$ cat config.mk
export PLATFORM = sky130hd
export DESIGN_NAME = mc_control_unit
export DESIGN_NICKNAME = d
export VERILOG_FILES = /design/src/rtl/mc_pkg.sv /design/src/rtl/mc_decoder.sv /design/src/rtl/mc_control_unit.sv
export SDC_FILE = /design/constraint.sdc
export NUM_CORES = 1
export LEC_CHECK = 0
export ABC_AREA = 0
export ABC_CLOCK_PERIOD_IN_PS = 4550
export CAP_MARGIN = 20
export CORE_ASPECT_RATIO = 1.25
export CORE_UTILIZATION = 47
export DETAILED_ROUTE_END_ITERATION = 6
export HOLD_SLACK_MARGIN = 0.15
export PLACE_DENSITY = 0.88
export SYNTH_ARGS = -nofsm -noshare
export SYNTH_HDL_FRONTEND = slang
export SYNTH_SLANG_ARGS = --single-unit
$ cat constraint.sdc
create_clock -name clk -period 4.55 [get_ports clk]
set_input_delay 0.91 -clock clk [delete_from_list [all_inputs] [get_ports clk]]
set_output_delay 0.91 -clock clk [all_outputs]
set_load 0.01 [all_outputs]
$ cat src/rtl/mc_pkg.sv
// rtl/mc_pkg.sv - shared encodings for the multicycle control unit
package mc_pkg;

  typedef enum logic [2:0] {
    ST_FETCH  = 3'd0,
    ST_DECODE = 3'd1,
    ST_EXEC   = 3'd2,
    ST_MEM    = 3'd3,
    ST_WB     = 3'd4,
    ST_HALT   = 3'd5
  } state_e;

  localparam logic [4:0] FUNC_AND = 5'b00000;
  localparam logic [4:0] FUNC_ADD = 5'b00001;
  localparam logic [4:0] FUNC_SUB = 5'b00010;
  localparam logic [4:0] FUNC_LW  = 5'b00011;
  localparam logic [4:0] FUNC_SW  = 5'b00100;
  localparam logic [4:0] FUNC_BEQ = 5'b00101;
  localparam logic [4:0] FUNC_J   = 5'b00110;

  localparam logic [1:0] TYP_R   = 2'b00;
  localparam logic [1:0] TYP_S   = 2'b01;
  localparam logic [1:0] TYP_I14 = 2'b10;
  localparam logic [1:0] TYP_J   = 2'b11;

  typedef enum logic [2:0] {
    CLS_ALU = 3'd0,
    CLS_LW  = 3'd1,
    CLS_SW  = 3'd2,
    CLS_BEQ = 3'd3,
    CLS_J   = 3'd4,
    CLS_ILL = 3'd5
  } cls_e;

  localparam logic [1:0] PC_INC    = 2'b00;
  localparam logic [1:0] PC_BRANCH = 2'b01;
  localparam logic [1:0] PC_JUMP   = 2'b10;

  function automatic logic [4:0] instr_func(input logic [31:0] ins);
    return ins[31:27];
  endfunction

  function automatic logic [1:0] instr_typ(input logic [31:0] ins);
    return ins[2:1];
  endfunction

endpackage

$ cat src/rtl/mc_decoder.sv
// rtl/mc_decoder.sv - combinational func/typ decode into class and ALU selects
module mc_decoder
  import mc_pkg::*;
(
  input  logic [4:0] func,
  input  logic [1:0] typ,
  output cls_e       cls,
  output logic [4:0] alu_func,
  output logic [1:0] alu_typ,
  output logic       illegal
);

  always_comb begin
    cls      = CLS_ILL;
    alu_func = func;
    alu_typ  = typ;
    case (func)
      FUNC_AND: if (typ != TYP_J) cls = CLS_ALU;
      FUNC_ADD: if (typ == TYP_R || typ == TYP_I14) cls = CLS_ALU;
      FUNC_SUB: if (typ == TYP_R || typ == TYP_S) cls = CLS_ALU;
      // Memory ops compute rs1+imm; BEQ compares by subtraction.
      FUNC_LW: begin
        if (typ == TYP_I14) cls = CLS_LW;
        alu_func = FUNC_ADD;
        alu_typ  = TYP_I14;
      end
      FUNC_SW: begin
        if (typ == TYP_I14) cls = CLS_SW;
        alu_func = FUNC_ADD;
        alu_typ  = TYP_I14;
      end
      FUNC_BEQ: begin
        if (typ == TYP_I14) cls = CLS_BEQ;
        alu_func = FUNC_SUB;
        alu_typ  = TYP_R;
      end
      FUNC_J: if (typ == TYP_J) cls = CLS_J;
      default: cls = CLS_ILL;
    endcase
    illegal = (cls == CLS_ILL);
  end

endmodule

$ cat src/rtl/mc_control_unit.sv
// rtl/mc_control_unit.sv - multicycle FETCH/DECODE/EXEC/MEM/WB sequencer ahead of the ALU
// Optional retired/stall counters are built when MC_PERF_COUNTERS_EN is defined.
module mc_control_unit
  import mc_pkg::*;
#(
  parameter int unsigned MEM_TIMEOUT = 200,
  parameter int unsigned TIMEOUT_W   = 8
) (
  input  logic        clk,
  input  logic        reset,
  input  logic [31:0] instr,
  input  logic        mem_ready,
  input  logic        eq,
  output logic [4:0]  alu_func,
  output logic [1:0]  alu_typ,
  output logic        pc_write,
  output logic [1:0]  pc_src,
  output logic        ir_write,
  output logic        mem_read,
  output logic        mem_write,
  output logic        reg_write,
  output logic        wb_src,
  output logic [2:0]  state,
  output logic        illegal,
  output logic        timeout
`ifdef MC_PERF_COUNTERS_EN
  ,
  output logic [31:0] retired_cnt,
  output logic [31:0] stall_cnt
`endif
);

  state_e               state_q, state_d;
  cls_e                 cls_q, cls_d;
  logic [4:0]           alu_func_q, alu_func_d;
  logic [1:0]           alu_typ_q, alu_typ_d;
  logic                 illegal_q, illegal_d;
  logic                 timeout_q, timeout_d;
  logic [TIMEOUT_W-1:0] wait_q, wait_d;
  logic                 waiting;
  logic                 wait_hit;

  cls_e       dec_cls;
  logic [4:0] dec_alu_func;
  logic [1:0] dec_alu_typ;
  logic       dec_illegal;
  logic       unused_instr_bits;

  assign unused_instr_bits = ^{instr[26:3], instr[0]};

  mc_decoder u_decoder (
    .func     (instr_func(instr)),
    .typ      (instr_typ(instr)),
    .cls      (dec_cls),
    .alu_func (dec_alu_func),
    .alu_typ  (dec_alu_typ),
    .illegal  (dec_illegal)
  );

  // The counter stops advancing at MEM_TIMEOUT, so it never needs to wrap.
  assign wait_hit = (MEM_TIMEOUT != 0) && (wait_q == TIMEOUT_W'(MEM_TIMEOUT));

  always_comb begin
    state_d    = state_q;
    cls_d      = cls_q;
    alu_func_d = alu_func_q;
    alu_typ_d  = alu_typ_q;
    illegal_d  = illegal_q;
    timeout_d  = timeout_q;
    waiting    = 1'b0;
    pc_write   = 1'b0;
    pc_src     = PC_INC;
    ir_write   = 1'b0;
    mem_read   = 1'b0;
    mem_write  = 1'b0;
    reg_write  = 1'b0;
    wb_src     = 1'b0;

    case (state_q)
      ST_FETCH: begin
        if (mem_ready) begin
          mem_read = 1'b1;
          ir_write = 1'b1;
          pc_write = 1'b1;
          pc_src   = PC_INC;
          state_d  = ST_DECODE;
        end else if (wait_hit) begin
          timeout_d = 1'b1;
          state_d   = ST_HALT;
        end else begin
          mem_read = 1'b1;
          waiting  = 1'b1;
        end
      end
      ST_DECODE: begin
        cls_d = dec_cls;
        if (dec_illegal) begin
          illegal_d = 1'b1;
          state_d   = ST_HALT;
        end else begin
          alu_func_d = dec_alu_func;
          alu_typ_d  = dec_alu_typ;
          if (dec_cls == CLS_J) begin
            pc_write = 1'b1;
            pc_src   = PC_JUMP;
            state_d  = ST_FETCH;
          end else begin
            state_d = ST_EXEC;
          end
        end
      end
      ST_EXEC: begin
        case (cls_q)
          CLS_BEQ: begin
            pc_write = eq;
            pc_src   = PC_BRANCH;
            state_d  = ST_FETCH;
          end
          CLS_ALU:         state_d = ST_WB;
          CLS_LW, CLS_SW:  state_d = ST_MEM;
          default:         state_d = ST_HALT;
        endcase
      end
      ST_MEM: begin
        if (mem_ready) begin
          mem_read  = (cls_q == CLS_LW);
          mem_write = (cls_q == CLS_SW);
          state_d   = (cls_q == CLS_LW) ? ST_WB : ST_FETCH;
        end else if (wait_hit) begin
          timeout_d = 1'b1;
          state_d   = ST_HALT;
        end else begin
          mem_read  = (cls_q == CLS_LW);
          mem_write = (cls_q == CLS_SW);
          waiting   = 1'b1;
        end
      end
      ST_WB: begin
        reg_write = 1'b1;
        wb_src    = (cls_q == CLS_LW);
        state_d   = ST_FETCH;
      end
      default: state_d = ST_HALT;
    endcase

    // Reset must silence every strobe even if mem_ready lands in the same cycle.
    if (reset) begin
      pc_write  = 1'b0;
      ir_write  = 1'b0;
      mem_read  = 1'b0;
      mem_write = 1'b0;
      reg_write = 1'b0;
      wb_src    = 1'b0;
      pc_src    = PC_INC;
      waiting   = 1'b0;
    end

    wait_d = wait_q;
    if (state_d != state_q) begin
      wait_d = '0;
    end else if (waiting && wait_q != '1) begin
      wait_d = wait_q + TIMEOUT_W'(1);
    end
  end

  always_ff @(posedge clk) begin
    if (reset) begin
      state_q    <= ST_FETCH;
      cls_q      <= CLS_ALU;
      alu_func_q <= '0;
      alu_typ_q  <= '0;
      illegal_q  <= 1'b0;
      timeout_q  <= 1'b0;
      wait_q     <= '0;
    end else begin
      state_q    <= state_d;
      cls_q      <= cls_d;
      alu_func_q <= alu_func_d;
      alu_typ_q  <= alu_typ_d;
      illegal_q  <= illegal_d;
      timeout_q  <= timeout_d;
      wait_q     <= wait_d;
    end
  end

`ifdef MC_PERF_COUNTERS_EN
  logic [31:0] retired_cnt_q, retired_cnt_d;
  logic [31:0] stall_cnt_q, stall_cnt_d;
  logic        retire_evt;

  assign retire_evt = (state_d == ST_FETCH) && (state_q != ST_FETCH) && (state_q != ST_HALT);

  always_comb begin
    retired_cnt_d = retired_cnt_q + (retire_evt ? 32'd1 : 32'd0);
    stall_cnt_d   = stall_cnt_q + (waiting ? 32'd1 : 32'd0);
  end

  always_ff @(posedge clk) begin
    if (reset) begin
      retired_cnt_q <= '0;
      stall_cnt_q   <= '0;
    end else begin
      retired_cnt_q <= retired_cnt_d;
      stall_cnt_q   <= stall_cnt_d;
    end
  end

  assign retired_cnt = retired_cnt_q;
  assign stall_cnt   = stall_cnt_q;
`endif

  assign state    = state_q;
  assign alu_func = alu_func_q;
  assign alu_typ  = alu_typ_q;
  assign illegal  = illegal_q;
  assign timeout  = timeout_q;

endmodule

==> flow_summary.ini, run 1 <==
[global_routing]
grt_overflow = 0
antenna_found_initial = 0
grt_max_degree = 21
track_usage = 0.211
grt_pass1_wl_um = 5510
grt_pass1_vias = 1271

[worst_setup_path]
endpoint_kind = output pin
crit_arrival_ns = 3.27
crit_type = in -> out
required_ns = 3.64
startpoint_type = input port
path_max_fanout = 7

[die]
core_um2 = 2970
die_y_um = 64.6
dieArea_um2 = 3360
start_util = 0.495
die_w_um = 52.1
num_rows = 22
boundaryPins = 56

[cells_and_area]
n_antenna_cell = 0
num-fill-cells = 260
area_growth_pct = 24.9
drive_above_1_share = 0.0748
nets = 253
final_cell_count_no_fill = 250

[power_and_ir_drop]
irDropWorstVdd_mv = 0.225
pwr_density_cell_nw_per_um2 = 323
p_leak_nw = 0.672

[detailed_routing]
wl_per_cell_um = 13.2
drc = 0
drt_pass1_iterations = 4
vias_per_cell = 5.97
antenna_left = 0
vias = 1492
drt-initial-drc-count = 58
finalWirelength_um = 3310

[place]
dp.final_hpwl_um = 2430
gp_congestion = 0.900
port_buffers = 30
dp.cells = 246

[timing]
period_needed_ns = 4.18
fmax_mhz = 239
skew_ns = 0.00830
fin_tns_setup_ns = 0
tightest_slew_ns = 0.842
finalCritPeriodShare = 0.919
slew_headroom = 0.433
drv_slew = 0
finalHoldViolCount = 0
finalSetupViolCount = 0
rsz0062_at_grt = false

[synth]
synth_edf_count = 0
yosysSeqAreaShare = 0.313
syn_inst = 185
synthesis.area_um2 = 1470
ys_seq_elements = 23
ys.flop_type = dfxtp_1
ys.warnings.count = 0
synth_cell_types = 48
synth.net_count = 223
async_reset_ff_frac = 0
syn_avg_cell_area_um2 = 7.96

[cts]
ctsHoldBuffers = 0
ctsHtreeMaxLevel = 1
root_buffer = clkbuf_4
clk_latency_ns = 0.31
cts_tree = built
post_cts.repair.setup_buffers = 0
cts_resized = 0
clk_path_buf_depth = 2
cts_sinks = 23
numCtsBuffers = 3
clk_pin_slew_worst_paths_ns = 0.12

[run_status]
status = completed

[flow_run]
cap_viol_max_count = 0

[hold_path]
hold_path_class = reg -> reg
==> final cells by class <==
cell class | count | area [µm²] | share of cell area
flip-flops and latches | 23 | 460 | 0.250
multi-input cells | 144 | 940 | 0.511
repair buffers | 35 | 338 | 0.184
clock buffers | 4 | 26.3 | 0.0143
inverters | 8 | 30.0 | 0.0163
well taps | 36 | 45.0 | 0.0245
==> final timing paths <==
path                            slack, ns  depth (start not counted)         end  startpoint
worst min register to register       0.48                          2  alu_typ[0]  alu_typ[0]
worst min-delay path                 0.48                          2  alu_typ[0]  alu_typ[0]
worst max-delay path                 0.37                          7    pc_write   instr[31]
worst max register to register       2.57                          7   wait_q[6]   wait_q[0]
==> synthesized netlist by cell type (all sizes together) (5+ instances only) <==
| cell | count | area [µm²] |
|---|---|---|
| nand2 | 11 | 41.3 |
| nand3 | 7 | 35.0 |
| nor2 | 20 | 75.1 |
| nand2b | 5 | 31.3 |
| clkbuf | 6 | 22.5 |
| inv | 8 | 30.0 |
| nand4 | 8 | 50.1 |
| dfxtp | 23 | 460 |
| nor2b | 5 | 31.3 |
| nor3b | 5 | 42.5 |
| and3 | 6 | 37.5 |
| o21ai | 7 | 35.0 |
| a21oi | 14 | 70.1 |
| xor2 | 6 | 52.6 |
==> power by group <==
group	internal, mW	switching, mW
combinational	0.120	0.128
sequential	0.222	0.0300
clock	0.0341	0.0605
==> logic make-up after synthesis <==
logic type	after synthesis	synth area share
compound gates	47	0.229
simple gates	82	0.311
flops	23	0.313
buf+inv	18	0.0493
xor+xnor	9	0.0535
mux	3	0.0204
fa+ha+maj	3	0.0246
==> state kept, by name, summed over array words and instances, names as in the netlist <==
| name | cells |
|---|---|
| alu_func | 5 |
| state | 3 |
| wait_q | 8 |
| cls_q | 3 |
| timeout | 1 |
| illegal | 1 |
| alu_typ | 2 |
==> worst max-delay path, stage by stage <==
cell             delay [ns]
clkdlybuf4s50_1        0.46
nor2_1                 0.32
o31a_1                 0.23
nand3_1                0.22
nor4_1                 0.40
o211a_1                0.21
clkdlybuf4s50_1        0.52
==> cell usage in the layout (no fill, tap or decap), types with 6 or more instances in the layout <==
cell             instances
inv_1                    8
xor2_1                   6
nor2_1                  20
and3_1                   6
clkdlybuf4s50_1         30
nand2_1                 11
o21ai_0                  6
nand4_1                  8
nand3_1                  7
a21oi_1                 14
dfxtp_1                 23
==> metal layers <==
layer,up-vias,track usage,wire (µm)
li1,746,-,-
met3,2,0.0282,134
met5,-,0,0
met2,51,0.337,1610
met4,0,0.0676,25
met1,693,0.286,1540
==> per-stage QoR <==
| stage | hold slack, ns | setup slack [ns] | total power [mW] | util | area, µm² |
|---|---|---|---|---|---|
| 2_1_floorplan | 0.473 | 1.54 | 0.408 | - | 1470 |
| 3_3_place_gp | 0.436 | 0.391 | 0.498 | 0.610 | 1810 |
| 3_5_place_dp | 0.454 | 0.386 | 0.502 | 0.610 | 1810 |
| 4_1_cts | 0.484 | 0.378 | 0.595 | 0.619 | 1840 |
| 5_1_grt | 0.498 | 0.186 | 0.628 | 0.619 | 1840 |
| 6_report | 0.476 | 0.368 | 0.595 | 0.619 | 1840 |
No activity file was read; power rests on OpenSTA's default activity.
==> run 2, diff against run 1 <==
CELL_PAD_IN_SITES_DETAIL_PLACEMENT = 1   (was default)
CELL_PAD_IN_SITES_GLOBAL_PLACEMENT = 2   (was default)
CORE_UTILIZATION = 26   (was 47)
TNS_END_PERCENT = 5   (was default)
==> run 2 against run 1 <==
  * Utilization fell by 27 points
  * Die area rose by 78%
  * First-iteration DRC count rose by 1.7%
  * Critical endpoint unchanged
  * Highest routed layer unchanged
==> flow_summary.ini, run 2 (synthesized netlist as in run 1, its figures left out) <==
[cells_and_area]
final_common_cell = clkdlybuf4s50_1
nets = 257
final_cell_mix = clkdlybuf4s50_1 (30), dfxtp_1 (23), nor2_1 (20)
drive_above_1_share = 0.0963
largest_register_ffs = 8
num-fill-cells = 660
multi_input_area_um2 = 940
area_growth_pct = 30.7
n_antenna_cell = 0
regArea_um2 = 460
largest_register = wait_q

[worst_setup_path]
crit_family = buffers and inverters
startpoint_type = input port
cpPeakStageDelay_ns = 0.52
endpoint_kind = output pin
crit_buf_inv = 2
required_ns = 3.64
path_common_cell = clkdlybuf4s50_1
slowest_stage = clkdlybuf4s50_1
worstReg2RegStart = state[1]
r2r_cells = 5
path_cells = clkdlybuf4s50_1 -> nor2_1 -> o31a_1 -> nand3_1 -> nor4_1 -> o211a_1 -> clkdlybuf4s50_1
crit_arrival_ns = 3.24
r2r_end = alu_typ[1]
path_max_fanout = 5
r2r_slack_ns = 2.47
crit_type = in -> out

[power_and_ir_drop]
power.total_uw = 644
p_leak_nw = 0.702
pwr_density_cell_nw_per_um2 = 335
irDropWorstVdd_mv = 0.152

[detailed_routing]
antenna_left = 0
drc = 0
vias_per_cell = 5.37
finalWirelength_um = 4230
drt-initial-drc-count = 59
wl_per_cell_um = 15.0
drt_pass1_iterations = 4
vias = 1514

[cts]
cts_sinks = 23
numCtsBuffers = 3
clk_path_buf_depth = 2
root_buffer = clkbuf_8
clk_latency_ns = 0.27
cts_resized = 0
post_cts.repair.setup_buffers = 0
ctsHoldBuffers = 0
ctsHtreeMaxLevel = 1
cts_tree = built
clk_pin_slew_worst_paths_ns = 0.08

[die]
start_util = 0.271
core_um2 = 5440
boundaryPins = 56
die_w_um = 69.3
dieArea_um2 = 5970
die_y_um = 86.1
num_rows = 30

[flow_run]
cap_viol_max_count = 0

[timing]
rsz0062_at_grt = false
tightest_slew_ns = 0.555
finalCritPeriodShare = 0.912
skew_ns = 0.00427
fmax_mhz = 241
period_needed_ns = 4.15
slew_headroom = 0.629
fin_tns_setup_ns = 0
finalHoldViolCount = 0
finalSetupViolCount = 0
drv_slew = 0

[place]
gp_congestion = 0.837
dp.final_hpwl_um = 3210
port_buffers = 30

[global_routing]
grt_pass1_wl_um = 7280
grt_pass1_vias = 1527
grt_overflow = 0
track_usage = 0.149
antenna_found_initial = 0
grt_max_degree = 21

[hold_path]
hold_path_class = reg -> reg
hold_path_depth = 2
holdCritStartpoint = alu_typ[0]
holdPathEnd = alu_typ[0]

[run_status]
status = completed
[run 2: changes by cell type in the layout (fill, tap and decap cells not counted)]
cell,change
buf_4,+4
clkbuf_1,-1
clkbuf_4,-3
clkbuf_8,+3
clkinv_2,+1
[run 2: area by class of cell]
class / count / area share
Sequential cell: 23 / 0.239
Multi-Input combinational cell: 144 / 0.488
Clock buffer: 3 / 0.0215
Timing Repair Buffer: 39 / 0.191
Tap cell: 64 / 0.0416
Inverter: 8 / 0.0156
Clock inverter: 1 / 0.00260
[run 2: per-layer routing]
metal | GRT usage | up-vias | wire [µm]
li1 | - | 746 | -
met1 | 0.171 | 735 | 1840
met2 | 0.280 | 26 | 2200
met3 | 0.0212 | 7 | 119
met4 | 0.0501 | 0 | 80
met5 | 0 | - | 0
[run 2: worst max-delay path by stage]
stage	depth (start not counted)	startpoint	slack (ns)	end
after floorplan	6	instr[27]	1.54	pc_write
after global placement	7	instr[31]	0.43	pc_write
after detailed placement	7	instr[31]	0.42	pc_write
after CTS	7	instr[31]	0.41	pc_write
after global routing	7	instr[31]	0.28	pc_write
final	7	instr[31]	0.40	pc_write
[run 2: power by group]
group          internal, mW  total (mW)  switching [mW]  leakage (nW)
Sequential            0.222       0.252          0.0298         0.186
Clock                0.0613       0.131          0.0694        0.0255
Combinational         0.123       0.262           0.139         0.490
Total                 0.406       0.644           0.238         0.702
[run 2: metrics by stage]
step	setup slack (ns)	cell area, µm²	hold WS [ns]	util	cells
floorplan	1.54	1470	0.473	-	185
global placement	0.430	1880	0.437	0.345	278
detailed placement	0.417	1880	0.449	0.345	278
CTS	0.412	1920	0.466	0.354	282
global route	0.277	1920	0.493	0.354	282
finish	0.402	1920	0.454	0.354	282
[run 2: worst register-to-register path: cells and delay by family, from the launching register on]
family	cells	cell delay, ns
buf+inv	1	0.20
flops	1	0.49
compound gates	1	0.16
simple gates	3	1.09
